### src/rtl/snake_pkg.sv
`default_nettype none
// ============================================================================
// Module   : snake_pkg
// Brief    : Shared constants, state encoding and helpers for the snake mover.
// Revision : 1.0 - initial release
// ============================================================================
package snake_pkg;

    localparam logic [1:0] DIR_UP    = 2'b00;
    localparam logic [1:0] DIR_DOWN  = 2'b01;
    localparam logic [1:0] DIR_LEFT  = 2'b10;
    localparam logic [1:0] DIR_RIGHT = 2'b11;

    localparam logic [5:0] X_MIN = 6'd1;
    localparam logic [5:0] X_MAX = 6'd38;
    localparam logic [4:0] Y_MIN = 5'd1;
    localparam logic [4:0] Y_MAX = 5'd28;

    localparam logic [5:0] START_X   = 6'd20;
    localparam logic [4:0] START_Y   = 5'd15;
    localparam logic [4:0] START_LEN = 5'd3;

    typedef enum logic [0:0] {
        ST_RUN  = 1'b0,
        ST_OVER = 1'b1
    } state_t;

    // Encoding pairs up/down and left/right on bit 0, so the reverse is an XOR.
    function automatic logic [1:0] opposite_dir(input logic [1:0] d);
        return d ^ 2'b01;
    endfunction

endpackage
`default_nettype wire

### src/rtl/snake_tick_gen.sv
`default_nettype none
// ============================================================================
// Module   : snake_tick_gen
// Brief    : Free-running move-step counter; tick is high in the last count.
// Revision : 1.0 - initial release
// ============================================================================
module snake_tick_gen #(
    parameter int TICK_CYCLES = 250000
) (
    input  logic clk,
    input  logic reset,
    output logic tick
);

    localparam int            CW   = (TICK_CYCLES > 1) ? $clog2(TICK_CYCLES) : 1;
    localparam logic [CW-1:0] LAST = CW'(TICK_CYCLES - 1);

    logic [CW-1:0] cnt_q;
    logic [CW-1:0] cnt_d;

    always_comb begin
        cnt_d = (cnt_q == LAST) ? '0 : cnt_q + 1'b1;
    end

    always_ff @(posedge clk) begin
        if (reset) begin
            cnt_q <= '0;
        end else begin
            cnt_q <= cnt_d;
        end
    end

    assign tick = (cnt_q == LAST);

endmodule
`default_nettype wire

### src/rtl/snake_body_mover.sv
`default_nettype none
// ============================================================================
// Module   : snake_body_mover
// Brief    : Moves the snake per tick, tracks body, grows, detects collisions
//            and answers registered per-cell occupancy queries.
// Revision : 1.0 - initial release
// ============================================================================
module snake_body_mover
    import snake_pkg::*;
#(
    parameter int TICK_CYCLES = 250000,
    parameter int MAX_LEN     = 16
) (
    input  logic       clk,
    input  logic       reset,
    input  logic [1:0] dir_in,
    input  logic       dir_valid,
    input  logic       inc_len,
    input  logic [5:0] q_x,
    input  logic [4:0] q_y,
    output logic [5:0] head_x,
    output logic [5:0] head_y,
    output logic [4:0] length,
    output logic       move_tick,
    output logic       game_over,
    output logic       q_hit,
    output logic       q_is_head
);

    state_t     state_q,        state_d;
    logic [5:0] seg_x_q [MAX_LEN];
    logic [5:0] seg_x_d [MAX_LEN];
    logic [4:0] seg_y_q [MAX_LEN];
    logic [4:0] seg_y_d [MAX_LEN];
    logic [4:0] length_q,       length_d;
    logic [1:0] cur_dir_q,      cur_dir_d;
    logic [1:0] next_dir_q,     next_dir_d;
    logic       grow_pending_q, grow_pending_d;
    logic       inc_len_dly_q;
    logic       move_tick_q,    move_tick_d;
    logic       game_over_q,    game_over_d;
    logic       q_hit_q,        q_hit_d;
    logic       q_is_head_q,    q_is_head_d;

    logic       tick;
    logic       dir_ok;
    logic [1:0] dir_eff;
    logic       grow_req;
    logic       can_grow;
    logic [5:0] nh_x;
    logic [4:0] nh_y;
    logic       wall_hit;
    logic       body_hit;
    logic [4:0] body_len;

    snake_tick_gen #(
        .TICK_CYCLES (TICK_CYCLES)
    ) u_tick_gen (
        .clk   (clk),
        .reset (reset),
        .tick  (tick)
    );

    // Request visible in the move cycle itself still steers that move.
    always_comb begin
        dir_ok   = dir_valid && (dir_in != opposite_dir(cur_dir_q));
        dir_eff  = dir_ok ? dir_in : next_dir_q;
        grow_req = grow_pending_q | (inc_len & ~inc_len_dly_q);
        can_grow = grow_req && (length_q != 5'(MAX_LEN));
        body_len = can_grow ? length_q : (length_q - 5'd1);

        nh_x = seg_x_q[0];
        nh_y = seg_y_q[0];
        case (dir_eff)
            DIR_UP:    nh_y = seg_y_q[0] - 5'd1;
            DIR_DOWN:  nh_y = seg_y_q[0] + 5'd1;
            DIR_LEFT:  nh_x = seg_x_q[0] - 6'd1;
            default:   nh_x = seg_x_q[0] + 6'd1;
        endcase

        wall_hit = (nh_x < X_MIN) || (nh_x > X_MAX) || (nh_y < Y_MIN) || (nh_y > Y_MAX);

        // Tail cell is excluded unless the snake actually lengthens this move.
        body_hit = 1'b0;
        for (int i = 1; i < MAX_LEN; i++) begin
            if ((5'(i) < body_len) && (seg_x_q[i] == nh_x) && (seg_y_q[i] == nh_y)) begin
                body_hit = 1'b1;
            end
        end
    end

    always_comb begin
        state_d        = state_q;
        seg_x_d        = seg_x_q;
        seg_y_d        = seg_y_q;
        length_d       = length_q;
        cur_dir_d      = cur_dir_q;
        next_dir_d     = dir_eff;
        grow_pending_d = grow_req;
        move_tick_d    = 1'b0;
        game_over_d    = game_over_q;

        if ((state_q == ST_RUN) && tick) begin
            if (wall_hit || body_hit) begin
                state_d     = ST_OVER;
                game_over_d = 1'b1;
            end else begin
                for (int i = MAX_LEN - 1; i >= 1; i--) begin
                    seg_x_d[i] = seg_x_q[i-1];
                    seg_y_d[i] = seg_y_q[i-1];
                end
                seg_x_d[0]     = nh_x;
                seg_y_d[0]     = nh_y;
                cur_dir_d      = dir_eff;
                grow_pending_d = 1'b0;
                move_tick_d    = 1'b1;
                if (can_grow) begin
                    length_d = length_q + 5'd1;
                end
            end
        end
    end

    always_comb begin
        q_hit_d = 1'b0;
        for (int i = 0; i < MAX_LEN; i++) begin
            if ((5'(i) < length_q) && (seg_x_q[i] == q_x) && (seg_y_q[i] == q_y)) begin
                q_hit_d = 1'b1;
            end
        end
        q_is_head_d = (seg_x_q[0] == q_x) && (seg_y_q[0] == q_y);
    end

    always_ff @(posedge clk) begin
        if (reset) begin
            state_q        <= ST_RUN;
            length_q       <= START_LEN;
            cur_dir_q      <= DIR_RIGHT;
            next_dir_q     <= DIR_RIGHT;
            grow_pending_q <= 1'b0;
            inc_len_dly_q  <= 1'b0;
            move_tick_q    <= 1'b0;
            game_over_q    <= 1'b0;
            q_hit_q        <= 1'b0;
            q_is_head_q    <= 1'b0;
            for (int i = 0; i < MAX_LEN; i++) begin
                seg_x_q[i] <= (i < 3) ? (START_X - 6'(i)) : 6'd0;
                seg_y_q[i] <= (i < 3) ? START_Y : 5'd0;
            end
        end else begin
            state_q        <= state_d;
            seg_x_q        <= seg_x_d;
            seg_y_q        <= seg_y_d;
            length_q       <= length_d;
            cur_dir_q      <= cur_dir_d;
            next_dir_q     <= next_dir_d;
            grow_pending_q <= grow_pending_d;
            inc_len_dly_q  <= inc_len;
            move_tick_q    <= move_tick_d;
            game_over_q    <= game_over_d;
            q_hit_q        <= q_hit_d;
            q_is_head_q    <= q_is_head_d;
        end
    end

    assign head_x    = seg_x_q[0];
    assign head_y    = {1'b0, seg_y_q[0]};
    assign length    = length_q;
    assign move_tick = move_tick_q;
    assign game_over = game_over_q;
    assign q_hit     = q_hit_q;
    assign q_is_head = q_is_head_q;

endmodule
`default_nettype wire
### config.mk
export PLATFORM = sky130hd
export DESIGN_NAME = snake_body_mover
export DESIGN_NICKNAME = d
export VERILOG_FILES = /design/src/rtl/snake_pkg.sv /design/src/rtl/snake_tick_gen.sv /design/src/rtl/snake_body_mover.sv
export SDC_FILE = /design/constraint.sdc
export NUM_CORES = 1
export LEC_CHECK = 0
export ABC_AREA = 1
export BUFFER_PORTS_ARGS = -buffer_cell sky130_fd_sc_hd__buf_2
export CORE_MARGIN = 4
export CORE_UTILIZATION = 40
export CTS_BUF_LIST = sky130_fd_sc_hd__clkbuf_16
export CTS_CLUSTER_DIAMETER = 40
export CTS_CLUSTER_SIZE = 16
export DETAILED_ROUTE_END_ITERATION = 10
export GPL_TIMING_DRIVEN = 0
export PLACE_DENSITY_LB_ADDON = 0.08
export SYNTH_ARGS = -nofsm -noshare
export SYNTH_HDL_FRONTEND = slang
export SYNTH_SLANG_ARGS = --single-unit
### constraint.sdc
create_clock -name clk -period 9.8 [get_ports clk]
set_clock_uncertainty 0.1 [all_clocks]
set_input_delay 0.98 -clock clk [delete_from_list [all_inputs] [get_ports clk]]
set_output_delay 0.98 -clock clk [all_outputs]
set_load 0.05 [all_outputs]
==> impl_metrics.env, run 1 <==
export IMPL_outcome="complete, no violations"
export IMPL_dpl_worst_slack_ns=2.92
export IMPL_worstSetupPathType="in -> reg"
export IMPL_drt_iter0_drc=1522
export IMPL_clock_latency_ns=0.57
export IMPL_post_cts_resized=0
export IMPL_drt_pass1_iter_count=5
export IMPL_worst_path_max_fanout=10
export IMPL_cp_required_ns=10.13
export IMPL_slew_headroom_pct=27.6
export IMPL_overflow=0
export IMPL_syn_num_nets=2108
export IMPL_critPathArrivalTime_ns=6.79
export IMPL_setup_violations_final=0
export IMPL_tightest_slew_ns=1.09
export IMPL_hold_violations=0
export IMPL_grt_max_degree=13
export IMPL_drc=0
export IMPL_drv_slew=0
export IMPL_synth_seq_area_share_pct=30.9
export IMPL_core_mm2=0.0334
export IMPL_cts_root_buf="clkbuf_16"
export IMPL_tns_ns=0
export IMPL_gp_congestion=1.01
export IMPL_portBuffers=25
export IMPL_num_antenna_cells=0
export IMPL_critPathCaptureType="flop"
export IMPL_avgSynthCellArea_um2=6.50
export IMPL_leakage_nw=6.90
export IMPL_clkSlewWorstSetupHoldPaths_ns=0.05
export IMPL_drv_cap=0
export IMPL_hold_class="reg -> reg"
export IMPL_start_kind="input pin"
export IMPL_synth_edff_count=0
export IMPL_irDropWorstVdd_mv=0.138
export IMPL_hpwl_um=47400
export IMPL_grtUsageMet1_pct=43.9
export IMPL_routedWlPerCell_um=23.0
export IMPL_grt_pass1_wl_um=88300
export IMPL_cts_htree_levels=2
export IMPL_numCtsBuffers=46
export IMPL_crit_top_cell="nand3_1"
export IMPL_drt_wl_total_um=60800
export IMPL_layout_nets=2181
export IMPL_cp_slowest_cell="nand2_2"
export IMPL_busiest_layer="met2"
export IMPL_cpPeakStageDelay_ns=0.51
export IMPL_syn_inst=2082
export IMPL_cts_tree="built"
export IMPL_period_needed_ns=6.46
export IMPL_power_density_mw_per_mm2=181
export IMPL_grt_pass1_vias=13500
export IMPL_cts_setup_buffers=0
export IMPL_synth_ff_type="dfxtp_1"
export IMPL_synthDistinctLibCells=48
export IMPL_die_x_um=192
export IMPL_period_share_pct=65.9
export IMPL_cts_sinks=209
export IMPL_ys_ff_latch=209
export IMPL_place_area_mm2=0.0142
export IMPL_row_count=67
export IMPL_ys_warn_count=0
export IMPL_layout_setup_ws_ns=3.34
export IMPL_ant_nets=0
export IMPL_die_area_mm2=0.0368
export IMPL_fp_dieH_um=192
export IMPL_layout_drive_gt1_share_pct=10.1
export IMPL_rsz0062_at_grt="false"
export IMPL_ys_async_sr_fraction_pct=0
export IMPL_drt_vias_per_instance=5.54
export IMPL_syn_area_mm2=0.0135
export IMPL_antenna_found_initial=1
export IMPL_use_met2_pct=50.6
export IMPL_io_pins=38
export IMPL_fmax_ghz=0.155
export IMPL_met3_usage_pct=4.78
export IMPL_syn2layout_area_growth_pct=17.3
export IMPL_holdBufCountCts=0
export IMPL_via_count=14600
export IMPL_design_area_mm2=0.0159
export IMPL_track_usage_pct=32.6
export IMPL_clk_path_buf_depth=3
export IMPL_start_util_pct=40.5
==> state kept, by name (all words and copies together) (netlist names), 2 cells and up <==
name,flops
seg_y_q,75
length,5
head_x,6
u_tick_gen.cnt_q,18
cur_dir_q,2
next_dir_q,2
seg_x_q,90
head_y,5
==> cell usage after synthesis, types with 2 or more instances <==
master	count	area (um2)
buf_1	11	41.3
or2_2	3	18.8
o21bai_1	2	15.0
xnor2_1	39	342
nor3b_1	2	15.0
dfxtp_1	209	4180
nor3_1	17	85.1
o2111ai_1	5	43.8
nand4_1	27	169
o211ai_1	23	173
a221oi_1	11	96.3
o41ai_1	5	43.8
nand3_1	194	971
o22ai_1	37	231
nor2_1	153	574
nand2_1	639	2400
clkbuf_1	33	124
inv_1	225	845
o21ai_2	10	87.6
nor2_8	2	40.0
buf_6	19	214
xor2_1	107	937
nand2_2	17	106
nand2_8	2	40.0
a21oi_1	31	155
inv_2	3	11.3
o21ai_0	58	290
buf_2	28	140
or4_1	2	15.0
a2111oi_0	3	26.3
nand2_4	10	113
o21ai_1	91	455
buf_4	17	128
nand3b_1	5	37.5
nand3_4	2	35.0
nor4_1	21	131
ha_1	8	100
==> critical path, delay by kind of cell <==
family / cells / cell delay [ns]
AOI/OAI and AO/OA: 2 / 0.18
xor gates and xnor gates: 1 / 0.20
and+or+nand+nor: 22 / 3.30
adders and majority gates: 1 / 0.35
buffers and inverters: 7 / 1.71
==> placed cells by master, fill, tap and decap left out, types with 6 or more instances in the layout <==
cell         n
buf_4       17
ha_1         8
nor4_1      21
o21ai_0     58
nor3_1      17
nand3_1    194
o21ai_2     10
o21ai_1     91
nand2_4     10
o22ai_1     37
nor2_1     153
o211ai_1    23
buf_6       19
inv_6        7
buf_2       53
nand4_1     27
xnor2_1     39
clkbuf_16   49
a21oi_1     31
xor2_1     107
buf_1       11
a221oi_1    11
nand2_2     17
nand2_1    639
bufinv_16    7
clkbuf_1    33
clkinv_4     6
dfxtp_1    209
inv_1      227
==> per-layer routing <==
layer  up-vias  share of wire (%)
met1      6840                 43
met5         -                  0
met4         0                5.8
met2       735                 43
met3       170                8.3
li1       6877                  -
==> metrics by stage <==
step                power, W  utilization [%]  cells  hold WS, ns
floorplan            0.00108                -   2082        0.318
global placement     0.00120             42.5   2555        0.332
detailed placement   0.00120             42.5   2555        0.350
CTS                  0.00287             47.4   2641        0.358
global route         0.00294             47.4   2641        0.384
finish               0.00287             47.4   2641        0.355
==> final timing paths <==
check / cells after the start / end / from / slack [ns]
setup / recovery: 33 / seg_y_q[32]$_SDFFE_PP0P_ / dir_in[1] / 3.34
hold / removal: 1 / u_tick_gen.cnt_q[0]$_SDFF_PP0_ / u_tick_gen.cnt_q[0]$_SDFF_PP0_ / 0.35
setup reg to reg: 32 / seg_y_q[32]$_SDFFE_PP0P_ / cur_dir_q[0]$_SDFFE_PP1P_ / 3.49
hold reg to reg: 1 / u_tick_gen.cnt_q[0]$_SDFF_PP0_ / u_tick_gen.cnt_q[0]$_SDFF_PP0_ / 0.35
==> cells by family (layout without fill, tap and decap cells) <==
family / after synthesis / in the layout / synth area share, %
and+or+nand+nor: 1098 / 1098 / 35.2
adders and majority gates: 9 / 9 / 0.888
buffers and inverters: 338 / 449 / 11.2
DFF: 209 / 209 / 30.9
other: 1 / 1 / 0.0277
AOI/OAI and AO/OA: 281 / 281 / 12.3
xor gates and xnor gates: 146 / 146 / 9.45
==> cell type report <==
class	count	area, um2
flip-flops and latches	209	4180
well taps	448	561
clock inverters	37	424
plain buffers	109	652
clock buffers	49	1230
repair buffers	25	125
multi-input cells	1535	7840
inverters	229	860
fillers	3502	17600
==> where the power goes <==
| part | total [W] | internal, W | switching (W) |
|---|---|---|---|
| clock network | 0.00167 | 0.00110 | 0.000574 |
| logic | 0.000341 | 0.0000875 | 0.000254 |
| registers | 0.000854 | 0.000853 | 0.00000112 |
No activity file was read; power rests on OpenSTA's default activity.
==> inputs of run 2 (changes only) <==
Clock period 9.8 ns to 6.5 ns, I/O delays scaled along.
==> run 2 against run 1 <==
Wire length hardly changed. Combinational power up 51%. Clock power rose by 51%. Highest routed layer unchanged. Utilization barely moved. Via count rose by 0.45%. Critical path depth is the same. Cell count did not move. Global-route usage stayed put. Count of clock-buffer cells in the layout unchanged. Critical path type is now reg -> reg. Total power increased by 51%. Sequential cell count is the same. Worst setup slack got worse by 2.9 ns.
==> impl_metrics.env, run 2 (synthesis results as in run 1) <==
export IMPL_cts_tree="built"
export IMPL_mostFrequentLayoutCell="nand2_1"
export IMPL_antenna_found_initial=1
export IMPL_outcome="complete, no violations"
export IMPL_layout_drive_gt1_share_pct=10.2
export IMPL_p_sw_w=0.00124
export IMPL_crit_start="cur_dir_q[0]$_SDFFE_PP1P_"
export IMPL_grt_max_degree=13
export IMPL_largest_reg_flops=90
export IMPL_numCtsBuffers=46
export IMPL_fp_dieH_um=192
export IMPL_routedWlPerCell_um=23.0
export IMPL_start_kind="flop"
export IMPL_cts_root_buf="clkbuf_16"
export IMPL_critPathArrivalTime_ns=6.41
export IMPL_cp_slowest_cell="a21oi_1"
export IMPL_clk_path_buf_depth=3
export IMPL_period_share_pct=93.5
export IMPL_power_frac_clock_pct=58.3
export IMPL_hold_class="in -> reg"
export IMPL_grt_pass1_vias=13500
export IMPL_track_usage_pct=32.6
export IMPL_worst_path_max_fanout=10
export IMPL_rsz0062_at_grt="false"
export IMPL_num_antenna_cells=0
export IMPL_core_mm2=0.0334
export IMPL_drt_vias_per_instance=5.56
export IMPL_drt_iter0_drc=1489
export IMPL_drt_pass1_iter_count=5
export IMPL_hpwl_um=47400
export IMPL_power_density_mw_per_mm2=272
export IMPL_p_sw_share_pct=28.8
export IMPL_worstSetupPathType="reg -> reg"
export IMPL_layout_nets=2181
export IMPL_ant_nets=0
export IMPL_start_util_pct=40.5
export IMPL_period_needed_ns=6.08
export IMPL_tightest_slew_ns=1.11
export IMPL_gp_congestion=1.01
export IMPL_p_seq_share_pct=29.8
export IMPL_p_int_w=0.00308
export IMPL_drv_cap=0
export IMPL_overflow=0
export IMPL_combinationalPowerShare_pct=11.9
export IMPL_leakage_nw=6.90
export IMPL_fmax_ghz=0.164
export IMPL_clock_latency_ns=0.57
export IMPL_reg2reg_slack_ns=0.42
export IMPL_cts_htree_levels=2
export IMPL_setup_violations_final=0
export IMPL_via_count=14700
export IMPL_min_from="inc_len"
export IMPL_row_count=67
export IMPL_holdWs_ns=0.237
export IMPL_cts_sinks=209
export IMPL_crit_end="seg_y_q[32]$_SDFFE_PP0P_"
export IMPL_drt_wl_total_um=60800
export IMPL_reg_largest_list="seg_x_q (90), seg_y_q (75), u_tick_gen.cnt_q (18)"
export IMPL_r2r_start="cur_dir_q[0]$_SDFFE_PP1P_"
export IMPL_slew_headroom_pct=26.2
export IMPL_cpPeakStageDelay_ns=0.46
export IMPL_drc=0
export IMPL_grt_pass1_wl_um=88300
export IMPL_layout_common_cells="nand2_1 (639), inv_1 (227), dfxtp_1 (209)"
export IMPL_die_area_mm2=0.0368
export IMPL_r2r_end="seg_y_q[32]$_SDFFE_PP0P_"
export IMPL_die_x_um=192
export IMPL_fill_cells=3499
export IMPL_post_route_util_pct=47.5
export IMPL_clkSlewWorstSetupHoldPaths_ns=0.05
export IMPL_cp_required_ns=6.83
export IMPL_ff2ff_path_depth=33
export IMPL_irDropWorstVdd_mv=0.207
export IMPL_critPathCaptureType="flop"
export IMPL_max_flop_register="seg_x_q"
export IMPL_io_pins=38
export IMPL_drv_slew=0
export IMPL_holdBufCountCts=0
export IMPL_portBuffers=25
export IMPL_syn2layout_area_growth_pct=17.3
export IMPL_hold_violations=0
-- run 2: how the worst min path moves through the flow --
stage	slack, ns	cells past startpoint	endpoint
after floorplan	0.32	1	u_tick_gen.cnt_q[0]$_SDFF_PP0_
after global placement	0.33	1	u_tick_gen.cnt_q[0]$_SDFF_PP0_
after detailed placement	0.35	2	seg_x_q[7]$_SDFFE_PP0P_
after CTS	0.23	3	inc_len_dly_q$_SDFF_PP0_
after global routing	0.29	3	inc_len_dly_q$_SDFF_PP0_
final	0.24	3	inc_len_dly_q$_SDFF_PP0_
-- run 2: worst max-delay path, delay by kind of cell (launching register included) --
family                   cells  cell delay, ns
AO/OA/AOI/OAI                3            0.64
XOR/XNOR                     1            0.16
adder cells (fa/ha/maj)      1            0.34
buffers and inverters        7            1.45
flip-flops                   1            0.37
AND/OR/NAND/NOR             21            2.80
-- run 2: cell type report --
class / instances / area, um2 / share of cell area, %
sequential: 209 / 4180 / 26.3
clock buffer: 49 / 1230 / 7.72
inverter: 229 / 860 / 5.41
clock inverter: 37 / 424 / 2.67
tap: 448 / 561 / 3.53
buffer: 109 / 652 / 4.10
timing repair buffer: 25 / 125 / 0.788
multi-input combinational: 1535 / 7850 / 49.4
-- run 2: power by group through the flow --
stage / Clock (W) / Combinational (W) / Sequential, W
4_1_cts: 0.00254 / 0.000498 / 0.00129
3_3_place_gp: 0 / 0.000497 / 0.00131
5_1_grt: 0.00260 / 0.000546 / 0.00129
6_report: 0.00252 / 0.000515 / 0.00129
3_5_place_dp: 0 / 0.000497 / 0.00131
2_1_floorplan: 0 / 0.000320 / 0.00131
-- run 2: what timing repair did --
| item | CTS | global route |
|---|---|---|
| buffers inserted | 0 | 0 |
| resized for setup | 0 | 2 |
| setup endpoints to repair | 0 | 102 |
-- run 2: metal layers --
layer  global-route usage (%)  wire length, um  up-vias
met5                        0                0        -
met4                     17.0             3490        0
met3                     4.78             4840      169
met2                     50.6            26500      744
met1                     43.9            26000     6904
li1                         -                -     6871
-- run 2: metrics by stage --
stage / setup WS (ns) / std cells / total power, W / TNS [ns] / area [um2]
after detailed placement: -0.0533 / 2555 / 0.00181 / -0.0545 / 14200
after floorplan: 2.09 / 2082 / 0.00163 / 0 / 13500
final: 0.420 / 2641 / 0.00432 / 0 / 15900
after global routing: 0.177 / 2641 / 0.00443 / 0 / 15900
after CTS: 0.321 / 2641 / 0.00433 / 0 / 15900
after global placement: -0.129 / 2555 / 0.00181 / -1.39 / 14200
==> inputs of run 3 (changes only) <==
Settings changed: BUFFER_PORTS_ARGS -buffer_cell sky130_fd_sc_hd__buf_2 to not set, DONT_BUFFER_PORTS set to 1.
==> run 3 against run 2 <==
Clock power fell by 19%. Sequential cell count did not move. Non-clock buffer count fell by 25. Utilization fell by 1.4 points. Worst hold slack got worse by 0.061 ns. Cell area fell by 2.9%. First-iteration DRC count fell by 0.81%. Worst setup slack got worse by 0.19 ns. Wire length rose by 0.51%. Sequential power barely moved. Highest routed layer unchanged.
==> impl_metrics.env, run 3 (synthesis results as in run 1) <==
export IMPL_clkSlewWorstSetupHoldPaths_ns=0.05
export IMPL_drt_vias_per_instance=5.57
export IMPL_largest_reg_flops=90
export IMPL_drv_cap=0
export IMPL_drv_slew=0
export IMPL_routedWlPerCell_um=23.4
export IMPL_cpPeakStageDelay_ns=0.50
export IMPL_drt_wl_total_um=61100
export IMPL_cts_htree_levels=2
export IMPL_cts_sinks=209
export IMPL_period_needed_ns=6.27
export IMPL_via_count=14500
export IMPL_die_area_mm2=0.0368
export IMPL_numCtsBuffers=42
export IMPL_hold_violations=0
export IMPL_gp_congestion=1.03
export IMPL_crit_top_cell="nand3_1"
export IMPL_cts_root_buf="clkbuf_16"
export IMPL_power_density_mw_per_mm2=250
export IMPL_row_count=67
export IMPL_mostFrequentLayoutCell="nand2_1"
export IMPL_clock_latency_ns=0.54
export IMPL_grt_pass1_wl_um=88900
export IMPL_critPathArrivalTime_ns=6.58
export IMPL_antenna_found_initial=0
export IMPL_die_x_um=192
export IMPL_layout_common_cells="nand2_1 (639), inv_1 (228), dfxtp_1 (209)"
export IMPL_cp_slowest_cell="nand3_1"
export IMPL_cts_setup_buffers=0
export IMPL_tns_ns=0
export IMPL_outcome="complete, no violations"
export IMPL_hold_class="in -> reg"
export IMPL_grt_max_degree=11
export IMPL_critPathCaptureType="flop"
export IMPL_drt_iter0_drc=1477
export IMPL_io_pins=38
export IMPL_leakage_nw=6.65
export IMPL_fp_dieH_um=192
export IMPL_cp_required_ns=6.81
export IMPL_layout_drive_gt1_share_pct=8.57
export IMPL_layout_nets=2152
export IMPL_fill_cells=3545
export IMPL_num_antenna_cells=0
export IMPL_track_usage_pct=32.8
export IMPL_worst_path_max_fanout=10
export IMPL_drc=0
export IMPL_syn2layout_area_growth_pct=14.0
export IMPL_period_share_pct=96.5
export IMPL_clk_path_buf_depth=3
export IMPL_slew_headroom_pct=30.7
export IMPL_drt_pass1_iter_count=6
export IMPL_hpwl_um=47200
export IMPL_ant_nets=0
export IMPL_portBuffers=0
export IMPL_overflow=0
export IMPL_reg_largest_list="seg_x_q (90), seg_y_q (75), u_tick_gen.cnt_q (18)"
export IMPL_tightest_slew_ns=1.04
export IMPL_start_util_pct=40.5
export IMPL_max_flop_register="seg_x_q"
export IMPL_fmax_ghz=0.159
export IMPL_holdWs_ns=0.176
export IMPL_start_kind="flop"
export IMPL_irDropWorstVdd_mv=0.158
export IMPL_grt_pass1_vias=13700
export IMPL_worstSetupPathType="reg -> reg"
export IMPL_rsz0062_at_grt="false"
export IMPL_holdBufCountCts=0
export IMPL_setup_violations_final=0
export IMPL_core_mm2=0.0334
export IMPL_cts_tree="built"
-- run 3: changes by cell type in the layout (fill, tap and decap cells not counted), sizes merged --
cell / delta
clkinvlp: +1
inv: -8
bufinv: -6
buf: -25
clkinv: +8
clkbuf: -4
-- run 3: where the power goes --
part | switching, W | internal [W] | total [W] | leakage [nW]
Sequential | 0.00000174 | 0.00129 | 0.00129 | 1.69
Clock | 0.000765 | 0.00128 | 0.00205 | 0.660
Combinational | 0.000386 | 0.000131 | 0.000517 | 4.30
Total | 0.00115 | 0.00270 | 0.00386 | 6.65
-- run 3: per-layer routing --
layer | vias up | wire length (um) | global-route usage (%)
met5 | - | 0 | 0
met2 | 665 | 26600 | 51.1
li1 | 6825 | - | -
met4 | 0 | 4000 | 18.9
met3 | 181 | 4540 | 5.51
met1 | 6842 | 26000 | 42.9
-- run 3: path summary, 6_finish.rpt --
| check | cells past startpoint | to | start | slack (ns) |
|---|---|---|---|---|
| min | 2 | inc_len_dly_q$_SDFF_PP0_ | inc_len | 0.18 |
| min reg2reg | 1 | u_tick_gen.cnt_q[0]$_SDFF_PP0_ | u_tick_gen.cnt_q[0]$_SDFF_PP0_ | 0.35 |
| max | 32 | seg_x_q[77]$_SDFFE_PP0P_ | cur_dir_q[0]$_SDFFE_PP1P_ | 0.23 |
| max reg2reg | 32 | seg_x_q[77]$_SDFFE_PP0P_ | cur_dir_q[0]$_SDFFE_PP1P_ | 0.23 |
-- run 3: what timing repair did --
item,4_1_cts,5_1_grt
resized for setup,0,3
hold endpoints to repair,0,0
endpoints found under the setup margin,0,10
-- run 3: cell type report --
class	count	area, um2	share of cell area (%)
Clock buffer	45	1130	7.30
Buffer	109	653	4.23
Multi-Input combinational cell	1535	7840	50.8
Tap cell	448	561	3.63
Clock inverter	32	200	1.30
Inverter	229	860	5.57
Sequential cell	209	4180	27.1
-- run 3: worst max-delay path: cells and delay by family (launching register included) --
kind,cells,cell delay [ns]
AND/OR/NAND/NOR,22,3.23
adder cells (fa/ha/maj),1,0.36
buffers and inverters,6,1.62
AO/OA/AOI/OAI,2,0.17
flip-flops,1,0.36
XOR/XNOR,1,0.24
-- run 3: stage by stage --
step,instances,cell area (um2),util (%),setup WS [ns],power [W]
global placement,2530,14100,42.1,0.0996,0.00181
detailed placement,2530,14100,42.1,0.0926,0.00181
CTS,2607,15400,46.1,0.349,0.00386
finish,2607,15400,46.1,0.227,0.00386
global route,2607,15400,46.1,0.0214,0.00397
floorplan,2082,13500,-,2.09,0.00163
